### config.mk
export PLATFORM = sky130hd
export DESIGN_NAME = bram_host_driver
export DESIGN_NICKNAME = d
export VERILOG_FILES = /design/src/rtl/bram_host_pkg.sv /design/src/rtl/bram_host_skid.sv /design/src/rtl/bram_host_driver.sv
export SDC_FILE = /design/constraint.sdc
export NUM_CORES = 1
export LEC_CHECK = 0
export BUFFER_PORTS_ARGS = -buffer_cell sky130_fd_sc_hd__buf_2
export CAP_MARGIN = 20
export CELL_PAD_IN_SITES_DETAIL_PLACEMENT = 2
export CELL_PAD_IN_SITES_GLOBAL_PLACEMENT = 2
export CORE_AREA = 2 2 130 259
export DETAILED_ROUTE_END_ITERATION = 6
export DIE_AREA = 0 0 132 261
export HOLD_SLACK_MARGIN = 0.06
export PLACE_DENSITY = 0.76
export SYNTH_ARGS = -nofsm -noshare
export SYNTH_HDL_FRONTEND = slang
export SYNTH_SLANG_ARGS = --single-unit
### constraint.sdc
create_clock -name clk -period 3.2 [get_ports clk]
set_clock_uncertainty 0.05 [all_clocks]
set_input_delay 0.64 -clock clk [delete_from_list [all_inputs] [get_ports clk]]
set_output_delay 0.64 -clock clk [all_outputs]
set_load 0.01 [all_outputs]
### src/rtl/bram_host_pkg.sv
// Shared types for the BRAM host driver: FSM state encoding, default
// BRAM geometry and the BRAM address type.
package bram_host_pkg;

  localparam int BRAM_DWIDTH = 40;
  localparam int BRAM_AWIDTH = 9;

  typedef logic [BRAM_AWIDTH-1:0] bram_addr_t;

  typedef enum logic [2:0] {
    ST_IDLE      = 3'd0,
    ST_LOAD      = 3'd1,
    ST_RUN       = 3'd2,
    ST_WAIT_DONE = 3'd3,
    ST_UNLOAD    = 3'd4,
    ST_FINISH    = 3'd5
  } state_t;

endpackage

### src/rtl/bram_host_skid.sv
// Two-entry FIFO that catches BRAM read data one cycle after each read is
// issued and presents it on a valid/ready stream. The owner must never push
// while two entries are already held; count reports current occupancy so the
// owner can reserve room for reads still in flight.
module bram_host_skid
  import bram_host_pkg::*;
#(
  parameter int DW = BRAM_DWIDTH
) (
  input  logic          clk,
  input  logic          reset,
  input  logic          push,
  input  logic [DW-1:0] push_data,
  output logic [1:0]    count,
  output logic          m_valid,
  output logic [DW-1:0] m_data,
  input  logic          m_ready
);

  logic [DW-1:0] mem [2];
  logic          wr_ptr;
  logic          rd_ptr;
  logic          pop;

  assign pop     = m_valid & m_ready;
  assign m_valid = (count != 2'd0);
  // Head entry is held until accepted; zero when empty so nothing stale leaks.
  assign m_data  = m_valid ? mem[rd_ptr] : '0;

  // Pointer and occupancy bookkeeping.
  always_ff @(posedge clk) begin
    if (reset) begin
      wr_ptr <= 1'b0;
      rd_ptr <= 1'b0;
      count  <= 2'd0;
    end else begin
      if (push) wr_ptr <= ~wr_ptr;
      if (pop)  rd_ptr <= ~rd_ptr;
      case ({push, pop})
        2'b10:   count <= count + 2'd1;
        2'b01:   count <= count - 2'd1;
        default: count <= count;
      endcase
    end
  end

  // Entry storage; contents are qualified by count so no reset is needed.
  always_ff @(posedge clk) begin
    if (push) mem[wr_ptr] <= push_data;
  end

endmodule

### src/rtl/bram_host_driver.sv
// Host-side initiator for the compute-RAM system: loads input words into
// BRAM over port a, pulses the start/done handshake, then streams results
// back out. Optional XOR checksum of accepted results is built when
// BRAM_HOST_DRIVER_CHECKSUM_EN is defined.
//
// Stream handshakes (s_* and m_*): a word transfers on a cycle where valid
// and ready are both high; a producer holding valid high keeps data stable
// until that transfer, and valid never depends on ready.
module bram_host_driver
  import bram_host_pkg::*;
#(
  parameter int BRAM_DWIDTH    = bram_host_pkg::BRAM_DWIDTH,
  parameter int BRAM_AWIDTH    = bram_host_pkg::BRAM_AWIDTH,
  parameter int TIMEOUT_CYCLES = 1024
) (
  input  logic                   clk,
  input  logic                   reset,
  input  logic                   go,
  input  logic [BRAM_AWIDTH-1:0] cfg_in_base,
  input  logic [BRAM_AWIDTH:0]   cfg_in_count,
  input  logic [BRAM_AWIDTH-1:0] cfg_out_base,
  input  logic [BRAM_AWIDTH:0]   cfg_out_count,
  input  logic                   s_valid,
  input  logic [BRAM_DWIDTH-1:0] s_data,
  output logic                   s_ready,
  output logic                   m_valid,
  output logic [BRAM_DWIDTH-1:0] m_data,
  input  logic                   m_ready,
  output logic                   external,
  output logic [BRAM_AWIDTH-1:0] bram_addr_ext,
  output logic [BRAM_DWIDTH-1:0] bram_wdata_ext,
  output logic                   bram_wren_ext,
  input  logic [BRAM_DWIDTH-1:0] bram_rdata_ext,
  output logic                   start,
  input  logic                   done,
  output logic                   busy,
  output logic                   job_done,
  output logic                   err_timeout,
`ifdef BRAM_HOST_DRIVER_CHECKSUM_EN
  output logic [BRAM_DWIDTH-1:0] checksum,
`endif
  output state_t                 fsm_state
);

  localparam int CW = BRAM_AWIDTH + 1;

  state_t                 state;
  state_t                 state_next;

  logic [BRAM_AWIDTH-1:0] in_base_q;
  logic [CW-1:0]          in_count_q;
  logic [BRAM_AWIDTH-1:0] out_base_q;
  logic [CW-1:0]          out_count_q;

  logic [CW-1:0]          ld_idx;   // words written so far
  logic [CW-1:0]          rd_idx;   // reads issued so far
  logic [CW-1:0]          acc_idx;  // results accepted downstream so far
  logic                   rd_pend;  // a read was issued last cycle
  logic [31:0]            timer;

  logic [1:0]             skid_count;
  logic [1:0]             inflight;
  logic                   hs_in;
  logic                   last_in;
  logic                   pop;
  logic                   last_out;
  logic                   issue;
  logic                   timeout_hit;

  assign fsm_state = state;

  assign hs_in    = (state == ST_LOAD) && s_valid;
  assign last_in  = hs_in && (ld_idx == in_count_q - CW'(1));
  assign pop      = m_valid & m_ready;
  assign last_out = pop && (acc_idx == out_count_q - CW'(1));

  // Reads in flight plus buffered words, after this cycle's accept frees a slot.
  assign inflight = 2'(rd_pend) + skid_count - 2'(pop);
  assign issue    = (state == ST_UNLOAD) && (rd_idx != out_count_q) && (inflight < 2'd2);

  // A zero limit means the system may take as long as it likes.
  assign timeout_hit = (TIMEOUT_CYCLES != 0) && (timer == 32'(TIMEOUT_CYCLES - 1));

  // State register.
  always_ff @(posedge clk) begin
    if (reset) state <= ST_IDLE;
    else       state <= state_next;
  end

  // Next-state and port-a / handshake outputs.
  always_comb begin
    state_next     = state;
    external       = 1'b1;
    s_ready        = 1'b0;
    bram_wren_ext  = 1'b0;
    bram_addr_ext  = '0;
    bram_wdata_ext = '0;
    start          = 1'b0;
    busy           = (state != ST_IDLE);
    job_done       = 1'b0;
    case (state)
      ST_IDLE: begin
        if (go) state_next = (cfg_in_count == '0) ? ST_RUN : ST_LOAD;
      end
      ST_LOAD: begin
        s_ready        = 1'b1;
        bram_wren_ext  = s_valid;
        bram_addr_ext  = in_base_q + ld_idx[BRAM_AWIDTH-1:0];
        bram_wdata_ext = s_data;
        if (last_in) state_next = ST_RUN;
      end
      ST_RUN: begin
        external   = 1'b0;
        start      = 1'b1;
        state_next = ST_WAIT_DONE;
      end
      ST_WAIT_DONE: begin
        external = 1'b0;
        start    = 1'b1;
        // done wins over a timeout landing in the same cycle
        if (done)             state_next = (out_count_q == '0) ? ST_FINISH : ST_UNLOAD;
        else if (timeout_hit) state_next = ST_FINISH;
      end
      ST_UNLOAD: begin
        bram_addr_ext = out_base_q + rd_idx[BRAM_AWIDTH-1:0];
        if (last_out) state_next = ST_FINISH;
      end
      ST_FINISH: begin
        job_done   = 1'b1;
        state_next = ST_IDLE;
      end
      default: state_next = ST_IDLE;
    endcase
  end

  // Job configuration latch and transfer counters.
  always_ff @(posedge clk) begin
    if (reset) begin
      in_base_q   <= '0;
      in_count_q  <= '0;
      out_base_q  <= '0;
      out_count_q <= '0;
      ld_idx      <= '0;
      rd_idx      <= '0;
      acc_idx     <= '0;
      rd_pend     <= 1'b0;
    end else begin
      rd_pend <= issue;
      if (state == ST_IDLE && go) begin
        in_base_q   <= cfg_in_base;
        in_count_q  <= cfg_in_count;
        out_base_q  <= cfg_out_base;
        out_count_q <= cfg_out_count;
        ld_idx      <= '0;
        rd_idx      <= '0;
        acc_idx     <= '0;
      end
      if (hs_in) ld_idx  <= ld_idx + CW'(1);
      if (issue) rd_idx  <= rd_idx + CW'(1);
      if (pop)   acc_idx <= acc_idx + CW'(1);
    end
  end

  // Cycles spent waiting for done; restarts on every entry to WAIT_DONE.
  always_ff @(posedge clk) begin
    if (reset || state != ST_WAIT_DONE) timer <= '0;
    else                                timer <= timer + 32'd1;
  end

  // Sticky timeout flag, cleared only by reset or the next accepted go.
  always_ff @(posedge clk) begin
    if (reset)                                             err_timeout <= 1'b0;
    else if (state == ST_IDLE && go)                       err_timeout <= 1'b0;
    else if (state == ST_WAIT_DONE && !done && timeout_hit) err_timeout <= 1'b1;
  end

  bram_host_skid #(.DW(BRAM_DWIDTH)) u_skid (
    .clk       (clk),
    .reset     (reset),
    .push      (rd_pend),
    .push_data (bram_rdata_ext),
    .count     (skid_count),
    .m_valid   (m_valid),
    .m_data    (m_data),
    .m_ready   (m_ready)
  );

`ifdef BRAM_HOST_DRIVER_CHECKSUM_EN
  // XOR of every result accepted in the current job.
  always_ff @(posedge clk) begin
    if (reset)                       checksum <= '0;
    else if (state == ST_IDLE && go) checksum <= '0;
    else if (pop)                    checksum <= checksum ^ m_data;
  end
`endif

endmodule
==> results.json, run 1 <==
{
  "ys_warn_count": 0,
  "first_pass_iters": 4,
  "switching_share": 0.3264,
  "preCtsSetupSlack_ns": -0.02309,
  "tns_ns": -0.1191,
  "clock-root-buffer": "clkbuf_16",
  "finalWirelength_mm": 28.38,
  "synth-edff-count": 80,
  "yosys.area_share.simple": 0.2163,
  "slew_headroom": 0.3003,
  "portBuffers": 223,
  "place_area_um2": 11000,
  "antenna_found_initial": 3,
  "cts_tree": "built",
  "synth-xor-area-share": 0.07892,
  "clk_latency_ns": 0.46,
  "fp.dieW_um": 132,
  "crit_arrival_ns": 2.63,
  "via_per_inst": 4.829,
  "path_class": "register to primary output",
  "ant_nets": 0,
  "pwr_density_cell_nw_per_um2": 557.3,
  "vias": 7972,
  "path_max_fanout": 2,
  "final_core_util": 0.3608,
  "intPower_mw": 4.412,
  "syn_inst": 984,
  "grt_pass1_vias": 8883,
  "cp-end-kind": "primary output",
  "gp_congestion": 0.8075,
  "fmax_mhz": 301.3,
  "worst_slack_ns": -0.1191,
  "rsz0062_at_grt": "true",
  "fin_crit_sh": 1.037,
  "pwr-share-clk": 0.330,
  "holdCritPathClass": "input port to register",
  "synth_compound_area_frac": 0.08952,
  "syn_area_per_cell_um2": 9.474,
  "finalNonFillerCells": 1651,
  "ys_seq_area_frac": 0.4939,
  "rows": 94,
  "drv_slew": 0,
  "worst_slew_pin_slew_ns": 1.050,
  "synth_nets": 1135,
  "clock_path_buffers": 2,
  "grt_usage": 0.1671,
  "first_iter_violations": 326,
  "crit_required_ns": 2.51,
  "layout_commonest_cell": "buf_2",
  "core-area_um2": 32580,
  "seqPwrFrac": 0.420,
  "synthAdderAreaFrac": 0.03785,
  "io_pins": 224,
  "area_growth_syn_to_layout_pct": 26.08,
  "numPlacedInstances": 1608,
  "clock-sinks": 190,
  "p_sw_mw": 2.138,
  "numCtsBuffers": 17,
  "overflow": 0,
  "status": "complete, but fails checks",
  "ys_async_sr_fraction": 0,
  "grt_pass1_wl_mm": 45.83,
  "nNetsFinal": 1355,
  "drv_cap": 0,
  "grt_max_degree": 77,
  "p_comb_frac": 0.250,
  "remaining_drc_errors": 0,
  "synth_ff_type": "dfxtp_1",
  "setup_violations": 1,
  "fp.dieArea_um2": 34450,
  "yosysUniqueCellTypes": 58,
  "dpl.hpwl_mm": 20.91,
  "final_cell_mix": "buf_2 (223), nor2_1 (121), nand2_1 (107)",
  "clk_pin_slew_ns": 0.08,
  "avgRoutedWirePerCell_um": 17.19,
  "start_kind": "register",
  "fp.dieH_um": 261,
  "syn-cell-area_um2": 9323,
  "yosys-mux-area-fraction": 0.05100,
  "ys_ff_latch": 190,
  "p_leak_nw": 4.701,
  "min_period_ns": 3.319,
  "ir_drop_mv": 0.4106,
  "final_area_um2": 11750,
  "drive_above_1_share": 0.2695,
  "start_util": 0.2862,
  "synth_top_family_by_area": "simple AND/OR/NAND/NOR gates",
  "hold_viol": 0,
  "htreeDepth": 4,
  "violations": "negative setup slack"
}
[critical path: stages (launching register included)]
cell	delay, ns
dfxtp_2	0.34
ha_4	0.16
fa_2	0.35
a21o_1	0.17
a21oi_2	0.16
o21bai_1	0.10
a21oi_2	0.20
o21ai_2	0.08
mux2i_1	0.12
or3b_1	0.35
buf_2	0.15
[metrics by stage]
step / total power [mW] / hold WS, ns
finish: 6.550 / 0.3148
global route: 6.911 / 0.2968
CTS: 6.669 / 0.2784
detailed placement: 4.443 / 0.3918
global placement: 4.376 / 0.3791
floorplan: 3.798 / 0.3675
[cell type report]
type	instances	area [µm²]
fill	3663	20830
sequential	190	4613
multi-input combinational	717	4521
timing repair buffer	253	1391
tap	432	540.5
clock buffer	17	425.4
clock inverter	15	163.9
inverter	25	93.84
antenna	2	5.005
[path summary, 6_finish.rpt]
| path | from | to | slack [ns] | depth (start not counted) |
|---|---|---|---|---|
| worst max-delay path | ld_idx[0] | bram_addr_ext[8] | -0.12 | 10 |
| worst min-delay path | bram_rdata_ext[9] | u_skid.mem[0][9] | 0.31 | 1 |
| worst max register to register | u_skid.count[0] | rd_idx[7] | 0.37 | 9 |
| worst min register to register | timer[0] | timer[0] | 0.41 | 1 |
[per-layer routing]
layer	track usage	routed length, µm
met1	0.1904	11630
met2	0.2999	14720
met3	0.03813	1239
met4	0.06975	760
met5	0	23
[sequential cells by signal, indices dropped and copies added, names as in the netlist, named ones only]
signal and flops:
acc_idx 10, err_timeout 1, fsm_state 3, in_base_q 9, in_count_q 10, ld_idx 10
out_base_q 9, out_count_q 10, rd_idx 10, rd_pend 1, timer 32, u_skid.count 2
u_skid.mem 80, u_skid.rd_ptr 1, u_skid.wr_ptr 1
[power groups by stage]
stage	sequential, mW	clock [mW]	combinational, mW
global placement	2.79	0	1.59
floorplan	2.76	0	1.04
global route	2.77	2.32	1.82
CTS	2.75	2.25	1.67
detailed placement	2.80	0	1.64
finish	2.75	2.16	1.64
[cell families after synthesis]
kind of cell    count (synthesis)
mux                            47
xor+xnor                       84
buf+inv                        77
simple gates                  414
compound gates                145
flops                         190
fa+ha+maj                      27
[Yosys cell counts (3+ instances only)]
cell type,instances,area [µm²]
a211oi_1,5,37.54
a21o_1,4,30.03
a21oi_1,77,385.4
a221oi_1,4,35.03
and2_1,45,281.5
and3_1,18,112.6
and4_1,3,26.28
buf_1,11,41.29
buf_2,5,25.02
clkbuf_1,35,131.4
dfxtp_1,110,2202
edfxtp_1,80,2402
ha_1,25,312.8
inv_1,23,86.33
mux2_2,4,45.04
mux2i_1,43,430.4
nand2_1,108,405.4
nand2b_1,3,18.77
nand3_1,33,165.2
nand3b_1,3,22.52
nand4_1,8,50.05
nor2_1,123,461.7
nor2b_1,7,43.79
nor3_1,19,95.09
nor3_2,3,30.03
nor4_1,11,68.82
o21ai_0,22,110.1
o21ai_1,8,40.04
o21bai_1,3,22.52
o22ai_1,6,37.54
or3_1,15,93.84
or3b_1,5,43.79
xnor2_1,45,394.1
xor2_1,39,341.6
[repair_timing]
action,4_1_cts,5_1_grt
setup endpoints to repair,3,4
setup buffers,7,2
resized for setup,18,14
hold buffers,0,0
pin swaps,14,9
Power figures use the tool's default switching activity.
==> inputs of run 2 (changes only) <==
- PLACE_DENSITY: 0.76 -> 0.82
==> results.json, run 2 (synthesis results as in run 1) <==
{
  "status": "complete, but fails checks",
  "violations": "negative setup slack",
  "rows": 94,
  "pwr_density_cell_nw_per_um2": 555.6,
  "clock_path_buffers": 2,
  "numCtsBuffers": 17,
  "total_power_mw": 6.552,
  "cp_cell_sequence": "ha_4 -> inv_2 -> fa_2 -> nor2b_2 -> o21ai_2 -> a21boi_2 -> o21ai_2 -> a21oi_2 -> nor4b_2 -> or3b_1 -> buf_2",
  "clock-root-buffer": "clkbuf_16",
  "overflow": 0,
  "vias": 8050,
  "hold_slack_ns": 0.3263,
  "area_growth_syn_to_layout_pct": 26.48,
  "fmax_mhz": 295.5,
  "via_per_inst": 4.879,
  "fp.dieH_um": 261,
  "setup_violations": 4,
  "rsz0062_at_grt": "true",
  "cts_hold_buf": 0,
  "fp.dieW_um": 132,
  "clk_latency_ns": 0.45,
  "nNetsFinal": 1356,
  "grt_max_degree": 59,
  "fin_crit_sh": 1.058,
  "core-area_um2": 32580,
  "biggestRegsByFlops": "u_skid.mem: 80 flops, timer: 32 flops",
  "first_pass_iters": 4,
  "whs_path_depth": 1,
  "crit_arrival_ns": 2.69,
  "ir_drop_mv": 0.3932,
  "final_cell_mix": "buf_2 (223), nor2_1 (120), nand2_1 (106)",
  "preCtsSetupSlack_ns": 0.001432,
  "antenna_found_initial": 0,
  "drv_cap": 0,
  "cpMaxStageDelayCell": "or3b_1",
  "critical_path.most_common_cell": "o21ai_2",
  "slowest_delay_ns": 0.40,
  "fp.dieArea_um2": 34450,
  "grt_pass1_wl_mm": 47.24,
  "worst_slack_ns": -0.1844,
  "cts_tree": "built",
  "reg2reg_depth": 6,
  "largest_register_ffs": 80,
  "cp-end-kind": "primary output",
  "final.fill_count": 3658,
  "num_antenna_cells": 0,
  "slew_headroom": 0.4120,
  "htreeDepth": 4,
  "ant_nets": 0,
  "remaining_drc_errors": 0,
  "drv_slew": 0,
  "hold_viol": 0,
  "clk_pin_slew_ns": 0.07,
  "layout_commonest_cell": "buf_2",
  "first_iter_violations": 278,
  "io_pins": 224,
  "min_period_ns": 3.384,
  "clock-sinks": 190,
  "drive_above_1_share": 0.2734,
  "numPlacedInstances": 1606,
  "gp_congestion": 0.8269,
  "crit_required_ns": 2.51,
  "tns_ns": -0.3444,
  "grt_usage": 0.1712,
  "path_class": "register to primary output",
  "finalWirelength_mm": 30.08,
  "finalNonFillerCells": 1650,
  "reg2reg_setup_slack_ns": 0.60,
  "p_leak_nw": 4.695,
  "start_util": 0.2862,
  "dpl.hpwl_mm": 21.68,
  "regMostFlops": "u_skid.mem",
  "grt_pass1_vias": 9117,
  "portBuffers": 223,
  "avgRoutedWirePerCell_um": 18.23,
  "worst_slew_pin_slew_ns": 0.8800,
  "start_kind": "register",
  "holdCritPathClass": "input port to register",
  "path_max_fanout": 2
}
## run 2: cell types whose count changed in the layout (fill, tap and decap cells not counted), sizes merged
cell      before  now
buf          253  254
clkinvlp       1    4
inv           34   30
diode          2    0
clkbuf        17   18
## run 2: worst paths after layout
| kind | endpoint | from |
|---|---|---|
| worst max register to register | rd_idx[7] | fsm_state[0] |
| worst max-delay path | bram_addr_ext[8] | rd_idx[0] |
| worst min-delay path | u_skid.mem[1][16] | bram_rdata_ext[16] |
| worst min register to register | timer[0] | timer[0] |
## run 2: routing by layer
| layer | global-route usage | up-vias | wire length [µm] |
|---|---|---|---|
| li1 | - | 3844 | - |
| met3 | 0.02923 | 48 | 971 |
| met1 | 0.1859 | 3979 | 11920 |
| met2 | 0.3255 | 179 | 16380 |
| met5 | 0 | - | 0 |
| met4 | 0.07156 | 0 | 808 |
## run 2: what timing repair did
| item | CTS | global route |
|---|---|---|
| resized for setup | 19 | 19 |
| pin swaps | 9 | 13 |
| endpoints found under the setup margin | 4 | 5 |
| setup buffers | 8 | 3 |
## run 2: critical path: cells and delay by family, from the launching register on
kind | cells | cell delay [ns]
compound gates | 4 | 0.58
simple gates | 3 | 0.60
buf+inv | 2 | 0.19
fa+ha+maj | 2 | 0.51
flops | 1 | 0.37
## run 2: area by class of cell
type / instances / area, µm² / share of cell area
multi-input combinational: 717 / 4546 / 0.3855
timing repair buffer: 254 / 1424 / 0.1208
clock inverter: 14 / 130.1 / 0.01104
inverter: 25 / 93.84 / 0.007958
tap: 432 / 540.5 / 0.04584
clock buffer: 18 / 439.2 / 0.03725
sequential: 190 / 4618 / 0.3917
## run 2: report_power, final
part	switching [mW]	internal, mW	total (mW)
Sequential	0.149	2.63	2.78
Combinational	0.976	0.686	1.66
Clock	1.01	1.11	2.11
Total	2.13	4.42	6.55
## run 2: stage by stage
stage | instance area [µm²] | utilization
final | 11790 | 0.3619
after global routing | 11790 | 0.3619
after CTS | 11670 | 0.3583
after detailed placement | 11000 | 0.3376
after global placement | 11000 | 0.3376
after floorplan | 9323 | -
